$ cat src/rtl/snake_step_sched_pkg.sv
// Shared types, direction/state codes and turn-filter helpers for the snake step scheduler.
package snake_step_sched_pkg;

  typedef logic [1:0] dir_t;

  localparam dir_t TOP_DIR   = 2'b00;
  localparam dir_t RIGHT_DIR = 2'b01;
  localparam dir_t DOWN_DIR  = 2'b10;
  localparam dir_t LEFT_DIR  = 2'b11;
  localparam dir_t REV_MASK  = 2'b10;

  typedef enum logic [1:0] {
    ST_IDLE  = 2'b00,
    ST_RUN   = 2'b01,
    ST_PAUSE = 2'b10,
    ST_OVER  = 2'b11
  } state_e;

  function automatic dir_t reverse_dir(input dir_t d);
    return d ^ REV_MASK;
  endfunction

  // A turn is useful only if it neither repeats nor reverses the reference heading.
  function automatic logic turn_ok(input dir_t req, input dir_t ref_dir);
    return (req != ref_dir) && (req != reverse_dir(ref_dir));
  endfunction

endpackage

$ cat src/rtl/snake_step_sched_if.sv
// Step handshake between the scheduler (master) and the movement datapath (slave).
interface snake_step_sched_if;
  import snake_step_sched_pkg::*;

  logic step_req;
  dir_t step_dir;
  logic step_ack;
  logic collision;
  logic grow;

  modport master (
    output step_req,
    output step_dir,
    input  step_ack,
    input  collision,
    input  grow
  );

  modport slave (
    input  step_req,
    input  step_dir,
    output step_ack,
    output collision,
    output grow
  );

endinterface

$ cat src/rtl/snake_step_sched_dir_queue.sv
// Small turn FIFO (head at index 0) with duplicate/reversal filtering against the newest heading.
module dir_queue
  import snake_step_sched_pkg::*;
#(
  parameter int QDEPTH = 2
) (
  input  logic sys_clk,
  input  logic clr,
  input  logic push_req,
  input  dir_t push_dir,
  input  logic pop,
  input  dir_t cur_dir,
  output dir_t head,
  output logic empty,
  output logic full,
  output logic push_ok
);

  localparam int CW = $clog2(QDEPTH + 1);
  localparam int IW = (QDEPTH > 1) ? $clog2(QDEPTH) : 1;

  dir_t          q_r [QDEPTH];
  logic [CW-1:0] cnt_r;

  logic [CW-1:0] tail_cnt_s;
  logic [IW-1:0] tail_idx_s;
  logic [IW-1:0] wr_idx_s;
  dir_t          ref_s;
  logic          empty_s;
  logic          full_s;
  logic          pop_s;
  logic          push_s;

  // Reference heading, accept decision and write slot; a full queue still accepts when popping.
  always_comb begin
    empty_s    = (cnt_r == {CW{1'b0}});
    full_s     = (cnt_r == CW'(QDEPTH));
    tail_cnt_s = cnt_r - CW'(1);
    tail_idx_s = tail_cnt_s[IW-1:0];
    ref_s      = empty_s ? cur_dir : q_r[tail_idx_s];
    pop_s      = pop && !empty_s;
    push_s     = push_req && turn_ok(push_dir, ref_s) && (!full_s || pop_s);
    wr_idx_s   = pop_s ? tail_idx_s : cnt_r[IW-1:0];
  end

  // Shift-down storage and occupancy count.
  always_ff @(posedge sys_clk) begin
    if (clr) begin
      cnt_r <= {CW{1'b0}};
      for (int i = 0; i < QDEPTH; i++) begin
        q_r[i] <= TOP_DIR;
      end
    end else begin
      if (pop_s) begin
        for (int i = 0; i < QDEPTH - 1; i++) begin
          q_r[i] <= q_r[i+1];
        end
      end
      if (push_s) begin
        q_r[wr_idx_s] <= push_dir;
      end
      case ({push_s, pop_s})
        2'b10:   cnt_r <= cnt_r + CW'(1);
        2'b01:   cnt_r <= cnt_r - CW'(1);
        default: cnt_r <= cnt_r;
      endcase
    end
  end

  assign head    = q_r[0];
  assign empty   = empty_s;
  assign full    = full_s;
  assign push_ok = push_s;

endmodule

$ cat src/rtl/snake_step_sched.sv
// Game-step scheduler: turn queue, move tick, step handshake and IDLE/RUN/PAUSE/OVER FSM.
// Optional speed-up on grow is enabled by defining SNAKE_SPEEDUP_EN.
module snake_step_sched
  import snake_step_sched_pkg::*;
#(
  parameter int TICK_CYCLES = 5_000_000,
  parameter int TICK_MIN    = 1_250_000,
  parameter int TICK_STEP   = 250_000,
  parameter int QDEPTH      = 2,
  parameter int CNT_W       = 23
) (
  input  logic                sys_clk,
  input  logic                sys_rst,
  input  logic                dir_valid,
  input  dir_t                dir_in,
  input  logic                start,
  input  logic                pause,
  snake_step_sched_if.master  step_bus,
  output logic [1:0]          state,
  output logic [3:0]          speed_lvl
);

`ifdef SNAKE_SPEEDUP_EN
  localparam logic SPEEDUP_EN = 1'b1;
`else
  localparam logic SPEEDUP_EN = 1'b0;
`endif

  localparam logic [CNT_W-1:0] PERIOD_RST = CNT_W'(TICK_CYCLES);
  localparam logic [CNT_W-1:0] PERIOD_MIN = CNT_W'(TICK_MIN);
  localparam logic [CNT_W:0]   PERIOD_DEC = (CNT_W + 1)'(TICK_STEP);
  localparam logic [CNT_W-1:0] CNT_ONE    = CNT_W'(1);

  state_e           state_r;
  state_e           state_nxt_s;
  logic [CNT_W-1:0] tick_cnt_r;
  logic [CNT_W-1:0] period_r;
  logic             step_req_r;
  dir_t             step_dir_r;
  dir_t             cur_dir_r;
  logic [3:0]       speed_lvl_r;

  logic             active_s;
  logic             init_s;
  logic             ack_s;
  logic             cnt_en_s;
  logic             tick_s;
  logic             q_clr_s;
  logic             q_push_req_s;
  logic             q_empty_s;
  logic             q_full_s;
  logic             q_push_ok_s;
  dir_t             q_head_s;
  logic [CNT_W:0]   period_sub_s;
  logic [CNT_W-1:0] period_next_s;

  dir_queue #(
    .QDEPTH (QDEPTH)
  ) u_dir_queue (
    .sys_clk  (sys_clk),
    .clr      (q_clr_s),
    .push_req (q_push_req_s),
    .push_dir (dir_in),
    .pop      (tick_s),
    .cur_dir  (cur_dir_r),
    .head     (q_head_s),
    .empty    (q_empty_s),
    .full     (q_full_s),
    .push_ok  (q_push_ok_s)
  );

  // Qualifiers; a pause pulse freezes the count on the very edge it is sampled.
  always_comb begin
    active_s     = (state_r == ST_RUN) || (state_r == ST_PAUSE);
    init_s       = !active_s && start;
    ack_s        = active_s && step_req_r && step_bus.step_ack;
    cnt_en_s     = (state_r == ST_RUN) && !pause && !step_req_r;
    tick_s       = cnt_en_s && (tick_cnt_r == (period_r - CNT_ONE));
    q_clr_s      = sys_rst || init_s;
    q_push_req_s = active_s && dir_valid;
    period_sub_s = {1'b0, period_r} - PERIOD_DEC;
    if (period_sub_s[CNT_W] || (period_sub_s < {1'b0, PERIOD_MIN})) begin
      period_next_s = PERIOD_MIN;
    end else begin
      period_next_s = period_sub_s[CNT_W-1:0];
    end
  end

  // Game FSM next-state.
  always_comb begin
    state_nxt_s = state_r;
    case (state_r)
      ST_IDLE, ST_OVER: begin
        if (start) begin
          state_nxt_s = ST_RUN;
        end else begin
          state_nxt_s = state_r;
        end
      end
      ST_RUN: begin
        if (ack_s && step_bus.collision) begin
          state_nxt_s = ST_OVER;
        end else if (pause) begin
          state_nxt_s = ST_PAUSE;
        end else begin
          state_nxt_s = ST_RUN;
        end
      end
      ST_PAUSE: begin
        if (ack_s && step_bus.collision) begin
          state_nxt_s = ST_OVER;
        end else if (pause) begin
          state_nxt_s = ST_RUN;
        end else begin
          state_nxt_s = ST_PAUSE;
        end
      end
      default: state_nxt_s = ST_IDLE;
    endcase
  end

  // Game FSM state register.
  always_ff @(posedge sys_clk) begin
    if (sys_rst) begin
      state_r <= ST_IDLE;
    end else begin
      state_r <= state_nxt_s;
    end
  end

  // Tick counter, step request/direction and speed-up state; start from IDLE/OVER reinitialises.
  always_ff @(posedge sys_clk) begin
    if (sys_rst || init_s) begin
      tick_cnt_r  <= {CNT_W{1'b0}};
      period_r    <= PERIOD_RST;
      step_req_r  <= 1'b0;
      step_dir_r  <= TOP_DIR;
      cur_dir_r   <= TOP_DIR;
      speed_lvl_r <= 4'd0;
    end else begin
      if (tick_s) begin
        tick_cnt_r <= {CNT_W{1'b0}};
        step_req_r <= 1'b1;
        if (!q_empty_s) begin
          cur_dir_r  <= q_head_s;
          step_dir_r <= q_head_s;
        end else begin
          step_dir_r <= cur_dir_r;
        end
      end else if (cnt_en_s) begin
        tick_cnt_r <= tick_cnt_r + CNT_ONE;
      end else begin
        tick_cnt_r <= tick_cnt_r;
      end
      if (ack_s) begin
        step_req_r <= 1'b0;
        if (SPEEDUP_EN && step_bus.grow) begin
          period_r <= period_next_s;
          if (speed_lvl_r != 4'hF) begin
            speed_lvl_r <= speed_lvl_r + 4'd1;
          end
        end
      end
    end
  end

  assign step_bus.step_req = step_req_r;
  assign step_bus.step_dir = step_dir_r;
  assign state             = state_r;
  assign speed_lvl         = speed_lvl_r;

endmodule

$ cat src/flat_wrapper.sv
// flat-port wrapper written by rule: the top's interface ports become plain ports
module snake_step_sched_flat import snake_step_sched_pkg::*;
#(
  parameter int TICK_CYCLES = 5_000_000,
  parameter int TICK_MIN    = 1_250_000,
  parameter int TICK_STEP   = 250_000,
  parameter int QDEPTH      = 2,
  parameter int CNT_W       = 23
)
  (sys_clk, sys_rst, dir_valid, dir_in, start, pause, state, speed_lvl, step_bus_step_req, step_bus_step_dir, step_bus_step_ack, step_bus_collision, step_bus_grow);
  snake_step_sched_if step_bus_i ();
  input  logic sys_clk;
  input  logic sys_rst;
  input  logic dir_valid;
  input  dir_t dir_in;
  input  logic start;
  input  logic pause;
  output logic [1:0] state;
  output logic [3:0] speed_lvl;
  output wire logic [$bits(step_bus_i.step_req)-1:0] step_bus_step_req;
  output wire logic [$bits(step_bus_i.step_dir)-1:0] step_bus_step_dir;
  input wire logic [$bits(step_bus_i.step_ack)-1:0] step_bus_step_ack;
  input wire logic [$bits(step_bus_i.collision)-1:0] step_bus_collision;
  input wire logic [$bits(step_bus_i.grow)-1:0] step_bus_grow;
  assign step_bus_step_req = step_bus_i.step_req;
  assign step_bus_step_dir = step_bus_i.step_dir;
  assign step_bus_i.step_ack = step_bus_step_ack;
  assign step_bus_i.collision = step_bus_collision;
  assign step_bus_i.grow = step_bus_grow;
  snake_step_sched #(.TICK_CYCLES(TICK_CYCLES), .TICK_MIN(TICK_MIN), .TICK_STEP(TICK_STEP), .QDEPTH(QDEPTH), .CNT_W(CNT_W)) u_core (.sys_clk(sys_clk), .sys_rst(sys_rst), .dir_valid(dir_valid), .dir_in(dir_in), .start(start), .pause(pause), .step_bus(step_bus_i), .state(state), .speed_lvl(speed_lvl));
endmodule
$ cat config.mk
export PLATFORM = sky130hd
export DESIGN_NAME = snake_step_sched_flat
export DESIGN_NICKNAME = d
export VERILOG_FILES = /design/src/rtl/snake_step_sched_pkg.sv /design/src/rtl/snake_step_sched_if.sv /design/src/rtl/snake_step_sched_dir_queue.sv /design/src/rtl/snake_step_sched.sv /design/src/flat_wrapper.sv
export SDC_FILE = /design/constraint.sdc
export NUM_CORES = 1
export LEC_CHECK = 0
export CORE_MARGIN = 10
export CORE_UTILIZATION = 51
export DETAILED_ROUTE_END_ITERATION = 7
export PLACE_DENSITY = 0.76
export RECOVER_POWER = 50
export SKIP_LAST_GASP = 1
export SYNTH_ARGS = -nofsm -noshare
export SYNTH_HDL_FRONTEND = slang
export SYNTH_SLANG_ARGS = --single-unit
export TNS_END_PERCENT = 50
$ cat constraint.sdc
create_clock -name sys_clk -period 2.2 [get_ports sys_clk]
set_input_delay 0.55 -clock sys_clk [delete_from_list [all_inputs] [get_ports sys_clk]]
set_output_delay 0.55 -clock sys_clk [all_outputs]
set_load 0.1 [all_outputs]
==> impl_results.md <==
- Dominant synthesized flop cell: dfxtp_1
- Hold EP: u_core.step_bus.step_dir[1]$_SDFFE_PP0P_
- CTS Buffer Depth: 2
- Worst r2r src: u_core.tick_cnt_r[12]$_SDFFE_PP0P_
- Worst r2r dst: u_core.u_dir_queue.q_r[0][0]$_DFFE_PP_
- DIE HEIGHT: approximately 80 um
- HP Start: u_core.u_dir_queue.q_r[0][1]$_DFFE_PP_
- CTS buffer count: 5
- Final period utilization: 0.976
- Number of global-route vias before repair: 1607
- Net switching power figure: ~0.38 mW
- Gr usage total: 0.129
- Routed vias/inst: around 5.3
- Switching share of power: 0.291
- Worst-Margin Slew: about 0.54 ns
- Hold Path Depth: 2
- GRT Residual Overflow: 0
- Logic pwr share: 0.164
- Seq/Total Area, Yosys: 0.378
- Starting DRT DRC Count: roughly 50
- Worst reg-to-reg path cell count: 6
- Total die area: around 6600 sq um
- Post-cts hold buffer count: 0
- Clock Skew: between 0.004 and 0.005 ns
- Final weighted congestion in routability-driven placement: between 0.8 and 0.9
- Count of different cell masters after synthesis: roughly 50
- Hold Slack: 0.487 ns
- Layout overhead on the synthesized area: 21.3%
- Post-synth EDFFs: 4
- I/O Buffers: 13
- RSZ-0062 raised after global routing: true
- Hpwl dp: between 2 and 3 mm
- Critical Path RT: ~2.4 ns
- Yosys reg bits: 34
- N_diodes: 0
- DRT antenna net count: 0
- Post-Syn Instances: roughly 210
- Syn_area_per_cell: about 9.0 sq um
- Inst Count DP: just under 300
- Leak Pwr: 0.842 nW
- R2R setup slack: 0.09 ns
- DR pass1 iterations: 4
- Per-cell routed wire length: ~13 um
- Critical path class: in -> reg
- Worst setup SP type: primary input
- CP endpoint kind: flip-flop
- Final Hold Viols: 0
- Post-synth design cell area: between 1500 and 2000 sq um
- Internal power: slightly above 0.9 mW
- Worst EP arrival: about 2.3 ns
- Clk slew on worst S/H paths: about 0.07 ns
- Tot Pwr: around 1.3 mW
- Synth warn: 0
- Starting Density: 0.525
- Hold/Removal Path Class: reg -> reg
- # fillers: 328
- Maxcap violations: 0
- Power Density: between 500 and 600 nW/um^2
- Clock sinks: 34
- Initial antenna violation count: 0
- Cell Count, Final, Fillers Out: 298
- Vias: 1590
- Max IR drop VDD: between 0.3 and 0.4 mV
- FP Rows: 22
- Max Freq: between 0.4 and 0.5 GHz
- Status: finished clean
- Crit path max fanout: 7
- # DRC: 0
- Die width: between 80 and 90 um
- Reg power frac: 0.496
- H-tree depth: 2
- CTS tree: built
- Ports: 19
- Share of cells above drive strength 1: 0.200
- Ys async rst share: 0
- Clock latency on the worst-skew pair: between 0.2 and 0.3 ns
- Setup Buffers After CTS: 0
- Final core utilization: 0.636
- Min Clock Period, post-route: 2.15 ns
- Pins Over Slew Limit: 0
- CORE AREA: ~3600 sq um
- Routed wire length: 3.89 mm
- First-pass GRT wire length: 6.84 mm
- Largest net degree at the start of global routing: 24
- Final setup fails: 0
- Clock share of power: 0.340
- Max_slew headroom: 0.638
- CTS root buffer: clkbuf_8
- Nets: between 200 and 300
-- layout by cell type (no fill, tap or decap), types with 2 or more instances in the layout --
master / Yosys / layout
or4_4: 1 / 2
nor3b_1: 2 / 2
dfxtp_1: 30 / 28
ha_1: 5 / 4
and3_1: 2 / 2
xor2_1: 5 / 5
nor3_2: 4 / 2
nor4bb_1: 3 / 2
nor3_1: 5 / 5
nor2_1: 37 / 37
a211oi_1: 2 / 2
nand3_1: 8 / 8
clkbuf_1: 2 / 3
or3_1: 2 / 2
o211ai_1: 3 / 3
xnor2_1: 17 / 17
nor2b_1: 2 / 2
o2bb2ai_1: 2 / 2
nand4_1: 6 / 6
clkbuf_2: 0 / 5
mux2i_1: 8 / 7
conb_1: 1 / 4
nor3_4: 0 / 2
clkbuf_8: 0 / 5
a21oi_1: 3 / 3
and4b_1: 3 / 3
nor4b_1: 2 / 2
clkdlybuf4s50_1: 0 / 7
inv_1: 12 / 12
edfxtp_1: 4 / 4
o21ai_0: 5 / 5
buf_4: 4 / 21
nand2_1: 10 / 10
-- cell families (layout without fill, tap and decap cells) --
group / after synthesis / after routing / share of synthesized area
fa+ha+maj: 5 / 5 / 0.0328
other cells: 1 / 4 / 0.00197
compound gates: 24 / 24 / 0.0905
simple gates: 96 / 96 / 0.291
xor+xnor: 22 / 22 / 0.101
mux: 8 / 8 / 0.0420
buf+inv: 23 / 57 / 0.0630
flops: 34 / 34 / 0.378
-- critical path: stages --
cell and delay (ns):
dlygate4sd2_1 0.25, buf_4 0.15, or3b_4 0.37, or4_4 0.59, nor3_4 0.22, xnor2_1 0.14
nor2_1 0.05
-- cells in the mapped netlist (3+ instances only) --
| library cell | count | area, sq um |
|---|---|---|
| xor2_1 | 5 | 43.8 |
| a21oi_1 | 3 | 15.0 |
| o21ai_0 | 5 | 25.0 |
| nand2_1 | 10 | 37.5 |
| mux2i_1 | 8 | 80.1 |
| dfxtp_1 | 30 | 601 |
| buf_4 | 4 | 30.0 |
| edfxtp_1 | 4 | 120 |
| nor2_1 | 37 | 139 |
| inv_1 | 12 | 45.0 |
| nor3_1 | 5 | 25.0 |
| nor4bb_1 | 3 | 30.0 |
| ha_1 | 5 | 62.6 |
| nand3_1 | 8 | 40.0 |
| xnor2_1 | 17 | 149 |
| nor3_2 | 4 | 40.0 |
| o211ai_1 | 3 | 22.5 |
| nand4_1 | 6 | 37.5 |
| and4b_1 | 3 | 30.0 |
| buf_2 | 3 | 15.0 |
-- routing by layer --
layer,vias up,wire [um],GRT usage
li1,810,-,-
met1,755,1780,0.146
met2,22,1910,0.226
met3,3,149,0.0408
met4,0,46,0.0415
met5,-,0,0
-- stage by stage --
step | instance area [sq um] | setup TNS (ns) | setup WS [ns]
after global routing | 2310 | -0.0362 | -0.0137
final | 2310 | 0 | 0.0518
after CTS | 2340 | 0 | 0.0103
after detailed placement | 2250 | -11.42 | -0.448
after global placement | 2250 | -10.42 | -0.419
after floorplan | 1960 | -0.599 | -0.196
-- worst max-delay path by stage --
stage	start	to	cells past startpoint
after floorplan	u_core.state[0]$_SDFFE_PP0P_	u_core.u_dir_queue.q_r[1][0]$_SDFFCE_PN0P_	8
after detailed placement	pause	u_core.u_dir_queue.q_r[1][1]$_SDFFCE_PN0P_	6
final	pause	u_core.tick_cnt_r[15]$_SDFFE_PP0P_	7
after CTS	pause	u_core.tick_cnt_r[15]$_SDFFE_PP0P_	7
after global placement	pause	u_core.u_dir_queue.q_r[1][1]$_SDFFCE_PN0P_	6
after global routing	u_core.tick_cnt_r[12]$_SDFFE_PP0P_	u_core.u_dir_queue.q_r[0][1]$_DFFE_PP_	6
-- power by group through the flow --
stage | registers (mW) | logic, mW | clock network (mW)
floorplan | 0.694 | 0.135 | 0
global placement | 0.667 | 0.220 | 0
detailed placement | 0.667 | 0.222 | 0
CTS | 0.653 | 0.224 | 0.463
global route | 0.653 | 0.233 | 0.489
finish | 0.652 | 0.215 | 0.446
-- state kept, by name (all words and copies together), names as in the netlist --
signal / cells
u_core.state: 2
u_core.u_dir_queue.q_r: 4
u_core.u_dir_queue.cnt_r: 2
u_core.step_bus.step_req: 1
u_core.step_bus.step_dir: 2
u_core.tick_cnt_r: 23
-- what timing repair did --
action	in CTS	in global routing
resized for setup	3	1
pin swaps	2	1
endpoints found under the setup margin	16	10
-- layout make-up --
cell class / count / area (sq um) / share of cell area
clock inverter: 2 / 8.76 / 0.00379
multi-input combinational: 159 / 1120 / 0.484
timing repair buffer: 37 / 280 / 0.121
clock buffer: 6 / 72.6 / 0.0314
sequential: 34 / 726 / 0.314
inverter: 12 / 45.0 / 0.0195
tap: 48 / 60.1 / 0.0260
No activity file was read; power rests on OpenSTA's default activity.
